**config.mk**
```make
export PLATFORM = sky130hd
export DESIGN_NAME = ram_arbiter
export DESIGN_NICKNAME = d
export VERILOG_FILES = /design/src/rtl/ram_arb_pkg.sv /design/src/rtl/ram_arbiter_rr_pick.sv /design/src/rtl/ram_arbiter.sv
export SDC_FILE = /design/constraint.sdc
export NUM_CORES = 1
export LEC_CHECK = 0
export CORE_ASPECT_RATIO = 1.4
export CORE_MARGIN = 10
export CORE_UTILIZATION = 32
export CTS_BUF_LIST = sky130_fd_sc_hd__clkbuf_8 sky130_fd_sc_hd__clkbuf_16
export DETAILED_ROUTE_END_ITERATION = 7
export GPL_ROUTABILITY_DRIVEN = 0
export PLACE_DENSITY = 0.81
export RECOVER_POWER = 100
export SETUP_SLACK_MARGIN = 0.1
export SLEW_MARGIN = 20
export SYNTH_ARGS = -nofsm -noshare
export SYNTH_HDL_FRONTEND = slang
export SYNTH_HIERARCHICAL = 1
export SYNTH_SLANG_ARGS = --single-unit
```
**constraint.sdc**
```tcl
create_clock -name clk -period 2.7 [get_ports clk]
set_input_delay 0.54 -clock clk [delete_from_list [all_inputs] [get_ports clk]]
set_output_delay 0.54 -clock clk [all_outputs]
set_load 0.005 [all_outputs]
```
**src/rtl/ram_arb_pkg.sv**
```systemverilog
// ram_arb_pkg: shared state encoding and default widths for the RAM arbiter.
package ram_arb_pkg;
    localparam int DATA_W   = 16;
    localparam int MASK_W   = 4;
    localparam int ADDR_W   = 32;
    localparam int LOCK_MAX = 16;

    typedef enum logic [1:0] {IDLE, ISSUE, ACK} state_e;
endpackage

```
**src/rtl/ram_arbiter_rr_pick.sv**
```systemverilog
// rr_pick: combinational round-robin picker; first set request at or above ptr_i wins, with wrap.
module rr_pick #(
    parameter int NUM_REQ = 3,
    parameter int IW      = 2
) (
    input  logic [NUM_REQ-1:0] req_i,
    input  logic [IW-1:0]      ptr_i,
    output logic               valid_o,
    output logic [IW-1:0]      idx_o
);
    int k;

    // Scan from the farthest offset down so the nearest request is assigned last.
    always_comb begin
        valid_o = 1'b0;
        idx_o = '0;
        k = 0;
        for (int i = NUM_REQ - 1; i >= 0; i--) begin
            k = (int'(ptr_i) + i) % NUM_REQ;
            if (req_i[k]) begin
                valid_o = 1'b1;
                idx_o = IW'(k);
            end
        end
    end
endmodule

```
**src/rtl/ram_arbiter.sv**
```systemverilog
// ram_arbiter: round-robin sharing of one nibble-masked synchronous RAM between NUM_REQ requesters.
// Optional RAM_ARB_LOCK_EN adds lock_i for bounded atomic re-grant bursts.
module ram_arbiter #(
    parameter int NUM_REQ = 3,
    parameter int ADDR_W  = ram_arb_pkg::ADDR_W,
    parameter int DATA_W  = ram_arb_pkg::DATA_W,
    parameter int MASK_W  = ram_arb_pkg::MASK_W
) (
    input  logic                       clk,
    input  logic                       reset_i,
    input  logic [NUM_REQ-1:0]         req_i,
`ifdef RAM_ARB_LOCK_EN
    input  logic [NUM_REQ-1:0]         lock_i,
`endif
    input  logic [NUM_REQ-1:0]         wr_en_i,
    input  logic [NUM_REQ*MASK_W-1:0]  wr_mask_i,
    input  logic [NUM_REQ*ADDR_W-1:0]  addr_i,
    input  logic [NUM_REQ*DATA_W-1:0]  wdata_i,
    output logic [NUM_REQ-1:0]         ack_o,
    output logic [DATA_W-1:0]          rdata_o,
    output logic                       busy_o,
    output logic                       ram_sel_o,
    output logic                       ram_wr_en_o,
    output logic [MASK_W-1:0]          ram_wr_mask_o,
    output logic [ADDR_W-1:0]          ram_address_o,
    output logic [DATA_W-1:0]          ram_data_o,
    input  logic [DATA_W-1:0]          ram_data_i
);
    import ram_arb_pkg::*;

    localparam int IW = (NUM_REQ > 1) ? $clog2(NUM_REQ) : 1;

    state_e             state_q, state_d;
    logic [IW-1:0]      ptr_q, ptr_d, g_q, g_d, nxt, pick_ptr, pick_idx;
    logic [DATA_W-1:0]  rdata_q, rdata_d;
    logic [NUM_REQ-1:0] g_bit, pick_req;
    logic               pick_valid, regrant, issue;

    assign g_bit = NUM_REQ'(1) << g_q;
    assign nxt = (g_q == IW'(NUM_REQ - 1)) ? '0 : g_q + 1'b1;
    // In ACK the current winner is masked and the scan starts just past it.
    assign pick_req = (state_q == ACK) ? (req_i & ~g_bit) : req_i;
    assign pick_ptr = (state_q == ACK) ? nxt : ptr_q;

    rr_pick #(.NUM_REQ(NUM_REQ), .IW(IW)) u_pick (
        .req_i   (pick_req),
        .ptr_i   (pick_ptr),
        .valid_o (pick_valid),
        .idx_o   (pick_idx)
    );

`ifdef RAM_ARB_LOCK_EN
    logic [4:0] cnt_q, cnt_d;

    assign regrant = (state_q == ACK) & lock_i[g_q] & req_i[g_q] & (cnt_q < 5'(LOCK_MAX));

    // Counts consecutive grants of the current burst; any fresh grant restarts at 1.
    always_comb begin
        cnt_d = cnt_q;
        if (state_d == ISSUE && state_q != ISSUE)
            cnt_d = regrant ? cnt_q + 5'd1 : 5'd1;
    end

    always_ff @(posedge clk or posedge reset_i) begin
        if (reset_i) cnt_q <= '0;
        else         cnt_q <= cnt_d;
    end
`else
    assign regrant = 1'b0;
`endif

    always_comb begin
        state_d = state_q;
        ptr_d = ptr_q;
        g_d = g_q;
        rdata_d = rdata_q;
        case (state_q)
            IDLE: begin
                if (pick_valid) begin
                    g_d = pick_idx;
                    state_d = ISSUE;
                end
            end
            ISSUE: state_d = ACK;
            ACK: begin
                rdata_d = ram_data_i;
                if (regrant) begin
                    state_d = ISSUE;
                end else begin
                    ptr_d = nxt;
                    state_d = pick_valid ? ISSUE : IDLE;
                    g_d = pick_valid ? pick_idx : g_q;
                end
            end
            default: state_d = IDLE;
        endcase
    end

    always_ff @(posedge clk or posedge reset_i) begin
        if (reset_i) begin
            state_q <= IDLE;
            ptr_q <= '0;
            g_q <= '0;
            rdata_q <= '0;
        end else begin
            state_q <= state_d;
            ptr_q <= ptr_d;
            g_q <= g_d;
            rdata_q <= rdata_d;
        end
    end

    assign issue = (state_q == ISSUE);
    assign ram_sel_o = issue;
    assign ram_wr_en_o = issue & wr_en_i[g_q];
    assign ram_wr_mask_o = issue ? wr_mask_i[g_q*MASK_W +: MASK_W] : '0;
    assign ram_address_o = issue ? addr_i[g_q*ADDR_W +: ADDR_W] : '0;
    assign ram_data_o = issue ? wdata_i[g_q*DATA_W +: DATA_W] : '0;
    assign ack_o = (state_q == ACK) ? g_bit : '0;
    assign rdata_o = (state_q == ACK) ? ram_data_i : rdata_q;
    assign busy_o = (state_q != IDLE);
endmodule

```
## Word-level counts from Yosys, hierarchy flattened

Cells that the tools add are included.
W data, S select, Z words.

- $add $sub $neg: 3
- Divide/modulo/power cells: 3
- $lt $le $gt $ge: 4
- Eq/ne operators: 4
- Shifts and indexed selects: 4
- Muxes and demuxes: 28
- Bitwise gates (word level): 3
- Reductions and logical operators: 4

Operators by type and width:

| cell | count |
|---|---|
| $lt A32 B4 Y1 const B | 3 |
| $shiftx A96 B8 Y32 | 1 |
| $mod A32 B3 Y32 const B | 2 |
| $shiftx A48 B7 Y16 | 1 |
| $mod A3 B3 Y32 const B | 1 |
| $mux W16 | 2 |
| $mux W32 | 1 |
| $mux W2 | 6 |
| $shiftx A12 B5 Y4 | 1 |
| $mux W1 | 11 |
| $bmux W1 S2 | 4 |
| $mux W3 | 2 |
| $pmux W2 S3 | 1 |
| $eq A2 B2 Y1 const B | 2 |
| $mux W4 | 1 |
| $add A2 B1 Y3 const B | 1 |
| $add A2 B2 Y3 const B | 1 |
| $and A3 B3 Y3 | 1 |
| $lt A2 B3 Y1 const B | 1 |
| $not A3 Y3 | 1 |
| $shl A1 B2 Y3 const A | 1 |
| $add A2 B1 Y2 const B | 1 |
| $eq A2 B1 Y1 const B | 1 |
| $logic_not A2 Y1 | 1 |
| other kinds (5) | 5 |

- Register bits after elaboration: 22
- Input bits: 180
- Word-level logic and storage cells: 57

## Longest topological paths before layout

- Depth in word-level cells: 13
- Depth in mapped cells: 12
- Mapped depth without buffers: 10

## Modules after synthesis

The synthesis kept the hierarchy.

By module, submodules not included:

| module | instances | cells each | area an instance (um^2) | seq. area each (um^2) |
|---|---|---|---|---|
| ram_arbiter | 1 | 340 | 3205.6 | 550.5 |
| rr_pick | 1 | 27 | 191.4 | 0.0 |

## Worst setup path before layout

OpenSTA, ideal clock, no wires.

- Path kind: register -> register
- Start point: register g_q[1]
- End point: register g_q[0]
- Library setup time: 125 ps
- Arrival time: 2403 ps
- Data required time: 2575 ps
- Path slack: 172 ps
- Stages on the path, launching flop included: 13
- Path through: dfrtp_1 -> buf_6 -> buf_2 -> nor3b_2 -> a21o_1 -> inv_1 -> ha_1 -> buf_6 -> mux2i_1 -> o221ai_1 -> o32a_1 -> nor2b_1 -> mux2_2

- Longest elaborated chain between the ends: 12
- Elaborated cells between the ends (all ways): 29
- Classes of those cells: add/sub (3); div (3); eq/ne (1); shift (1); mux (18); bitwise (2); reduce/logical (1)

RTL lines:

| element | line | source |
|---|---|---|
| start, declared | ram_arbiter.sv:34 | `logic [IW-1:0] ptr_q, ptr_d, g_q, g_d, nxt, pick_ptr, pick_idx;` |
| start signal, assigned | ram_arbiter.sv:108 | `g_q <= g_d;` |
| $add A2 B1 Y2 or $eq A2 B2 Y1 (tied branches) | ram_arbiter.sv:40 | `assign nxt = (g_q == IW'(NUM_REQ - 1)) ? '0 : g_q + 1'b1;` |
| $mux W2 (*) | ram_arbiter.sv:40 |  |
| $mux W2 (*) | -- |  |
| named net pick_ptr[1] | ram_arbiter.sv:34 |  |
| $add A2 B2 Y3 | ram_arbiter_rr_pick.sv:19 | `k = (int'(ptr_i) + i) % NUM_REQ;` |
| $mod A32 B3 Y32 | ram_arbiter_rr_pick.sv:19 |  |
| $bmux W1 S2 | ram_arbiter_rr_pick.sv:20 | `if (req_i[k]) begin` |
| $mux W1 (implied by the code) (2 in a row) | ram_arbiter_rr_pick.sv:20 |  |
| $mux W1 (2 in a row) | ram_arbiter_rr_pick.sv:20 |  |
| $mux W1 (*) | ram_arbiter_rr_pick.sv:20 |  |
| named net pick_valid | ram_arbiter.sv:37 | `logic pick_valid, regrant, issue;` |
| $reduce_and A2 Y1 (no source line) (*) | -- |  |

Mark *: on every way through the listed nets, which the timed path passes. The rest lies on a longest branch. The select of a mux whose other input is x is not followed.
A chain may end at the register's enable or synchronous reset.

## Final worst setup path

- Start point: register g_q[1]
- End point: output port ram_data_o[6]

- Longest elaborated chain between the ends: 2

RTL lines:

| element | line | source |
|---|---|---|
| $shiftx A48 B7 Y16 | ram_arbiter.sv:118 | `assign ram_data_o = issue ? wdata_i[g_q*DATA_W +: DATA_W] : '0;` |
| $mux W16 | ram_arbiter.sv:118 |  |
| end, declared | ram_arbiter.sv:26 | `output logic [DATA_W-1:0] ram_data_o,` |

Every way passes these cells.

==> run_results.csv <==
group,metric,value,unit
grt,grt_pass1_vias,3632,
clock_tree,cts_setup_buffers,0,
power,seqPwrFrac,12.3,%
grt,overflow,0,
route,firstDrtPassIters,4,
clock_tree,worstSkewPairLatency,0.25,ns
power,ir_drop,0.667,mV
route,final_antenna_net_count,0,
clock_tree,tritoncts,"yes",
sta,skew,0.00143,ns
final_layout,nets,780,
clock_tree,cts_root_buffer,"clkbuf_16",
synth,async_flop_share,100,%
route,vias_per_cell,4.86,
synth,synth.cell_area,3400,um2
synth,yosysTopAreaCell,"a211oi_2",
setup_path,startpoint_type,"register",
sta,hold_violations,0,
clock_tree,cts_sinks,22,
sta,grt_setup_unrepaired,"true",
sta,fmax,381,MHz
grt,grt_max_degree,55,
synth,synthFlopType,"dfrtp_1",
floorplanning,die_w,107,um
power,intPower,2.75,mW
route,drc,0,
final_layout,area_growth,77.9,%
clock_tree,clkSlewWorstSetupHoldPaths,0.06,ns
setup_path,worst_setup_path_end_kind,"output pin",
setup_path,slowest_stage,"clkdlybuf4s50_1",
final_layout,layout-drive-gt1-share,22.0,%
sta,setup-tns-final,0,ns
floorplanning,die_area,15200,um2
flow_run,cap_viol_max_count,0,
synth,postSynthAreaPerCell,9.26,um2
route,drtIter0Drc,113,
setup_path,path_cells,"buf_12, nor2b_1, a211oi_2, a211oi_1, clkdlybuf4s50_1",
floorplanning,start_util,32.6,%
synth,synth-seq-cells,22,
synth,synth.cells.most_frequent,"a211oi_2 (98), nor2b_1 (61), nand2_1 (51)",
power,finalPower,4.71,mW
setup_path,cp_max_fo,54,
final_layout,ff_latch_area,558,um2
sta,max-slew-margin-rel,45.5,%
grt,grt_usage,16.0,%
synth,synth_cells,367,
setup_path,worst-path-buf-inv,2,
power,leakage,2.30,nW
setup_path,critPathTopFamily,"buffers and inverters",
setup_path,worstSetupPathType,"reg2out",
clock_tree,clock_path_buffers,2,
final_layout,n_antenna_cell,0,
place,io_buffers,253,
route,totalWireLength,13600,um
route,wl_per_cell,18.5,um
sta,timing.final.max_slew_violations,0,
synth,synth_top_area_share,36.1,%
power,clkPwrFrac,8.7,%
power,comb_power_share,79.0,%
floorplanning,die_h,142,um
synth,synth_edf_count,0,
final_layout,fin_cells,734,
run_status,status,"completed",
synth,netlist_top_cells_area,"a211oi_2 (36%), dfrtp_1 (16%), nor2b_1 (11%)",
sta,min_period,2.62,ns
synth,synth-warning-count,6,
synth,ys_seq_area_share,16.2,%
setup_path,required,2.16,ns
power,power_density,779,nW/um2
sta,setup_viol,0,
synth,synth_nets,550,
sta,fin_crit_sh,97.2,%
power,switching_share,41.6,%
place,hpwl,11000,um
clock_tree,cts_buffers,3,
setup_path,cp.arrival,2.08,ns
final_layout,n_fill_cell,900,
synth,synth.distinct_cells,31,
final_layout,multiInputGateArea,2480,um2
sta,worstMarginPinSlew,0.816,ns
place,dp_cells,730,
synth,synth_most_common_cell,"a211oi_2",
power,switching_power,1.96,mW
clock_tree,cts_max_level,1,
grt,antenna_found_initial,0,
grt,grt_pass1_wl,20000,um
setup_path,max_stage_delay,0.57,ns
floorplanning,rows,44,
floorplanning,fp.coreArea,10400,um2
route,vias,3570,
floorplanning,io_pins,254,
min_path,hp-class,"reg2reg",
==> power by group through the flow <==
| stage | clock network [mW] | registers (mW) | logic [mW] |
|---|---|---|---|
| 2_1_floorplan | 0 | 0.532 | 2.29 |
| 3_3_place_gp | 0 | 0.575 | 3.90 |
| 3_5_place_dp | 0 | 0.586 | 3.98 |
| 4_1_cts | 0.414 | 0.580 | 4.01 |
| 5_1_grt | 0.430 | 0.601 | 4.03 |
| 6_report | 0.409 | 0.581 | 3.72 |
==> final timing paths <==
path / endpoint / cells after the start / from / slack (ns)
setup / recovery: ram_data_o[6] / 5 / g_q[1]$_DFFE_PP0P_ / 0.08
hold / removal: rdata_q[10]$_DFF_PP0_ / 2 / rdata_q[10]$_DFF_PP0_ / 0.47
setup reg to reg: g_q[0]$_DFFE_PP0P_ / 8 / g_q[1]$_DFFE_PP0P_ / 0.17
hold reg to reg: rdata_q[10]$_DFF_PP0_ / 2 / rdata_q[10]$_DFF_PP0_ / 0.47
max in group asynchronous: g_q[1]$_DFFE_PP0P_ / 2 / reset_i / 1.21
min in group asynchronous: state_q[0]$_DFFE_PP0P_ / 2 / reset_i / 0.90
==> tightest hold or removal path, cell delays in order, from the launching register on <==
cell and delay, ns:
dfrtp_1 0.32, nand2_1 0.04, nand2_1 0.07
==> area by class of cell <==
class                           count  area share, %
Clock inverter                      1          0.497
Multi-Input combinational cell    298           41.0
Clock buffer                        3           1.24
Sequential cell                    22           9.23
Tap cell                          138           2.86
Inverter                            6          0.373
Timing Repair Buffer              266           44.8
==> through the flow <==
| step | utilization, % | setup slack, ns | hold slack [ns] | area, um2 |
|---|---|---|---|---|
| global route | 58.1 | 0.00628 | 0.493 | 6040 |
| global placement | 57.9 | 0.166 | 0.453 | 6030 |
| finish | 58.1 | 0.0758 | 0.469 | 6040 |
| CTS | 58.9 | 0.0877 | 0.475 | 6130 |
| floorplan | - | 0.172 | 0.462 | 3400 |
| detailed placement | 57.9 | 0.128 | 0.458 | 6030 |
==> cell usage in the layout, fill, tap and decap left out, types with 2 or more instances in the layout <==
master           instances
nor2b_1                 51
inv_1                    4
nand2b_1                37
a211oi_1                29
clkdlybuf4s25_1          5
inv_2                    2
o21ai_0                  2
dfrtp_1                 20
dlygate4sd3_1           29
nor2b_2                 10
a211oi_2                77
dlymetal6s2s_1           3
clkbuf_1                 3
dfrtp_4                  2
buf_12                   7
clkdlybuf4s50_1        213
ha_1                     3
o32a_1                   2
mux2_2                   2
nor3b_2                  2
buf_4                    5
clkbuf_16                3
nand2b_4                17
nand2_1                 51
a21o_1                   2
==> logic make-up (layout without fill, tap and decap cells) <==
logic type                 count (synthesis)  after routing  synth area share [%]
DFF                                       22             22                  16.2
buffers and inverters                     47            276                  8.77
and+or+nand+nor                          174            174                  32.4
AOI/OAI and AO/OA                        118            118                  40.6
adders and majority gates                  3              3                  1.11
muxes                                      3              3                 0.958
==> registers in the layout, summed over array words and instances (netlist names) <==
signal / count
g_q: 2
ptr_q: 2
rdata_q: 16
state_q: 2
==> timing repair <==
action / 4_1_cts / 5_1_grt
pin swaps: 1 / 1
gates cloned: 0 / 0
setup endpoints to repair: 3 / 52
gates resized for setup: 1 / 22
hold buffers: 0 / 0
==> per-layer routing <==
layer  part of all wire [%]  up-vias  GRT usage [%]  routed length (um)
li1                       -     1762              -                   -
met1                     37     1664           16.7                5000
met2                     54      138           30.2                7320
met3                    8.8        6           5.30                1200
met4                   0.71        0           2.72                  97
met5                      0        -              0                   0
Note: power is estimated with default switching activity, not from simulation.
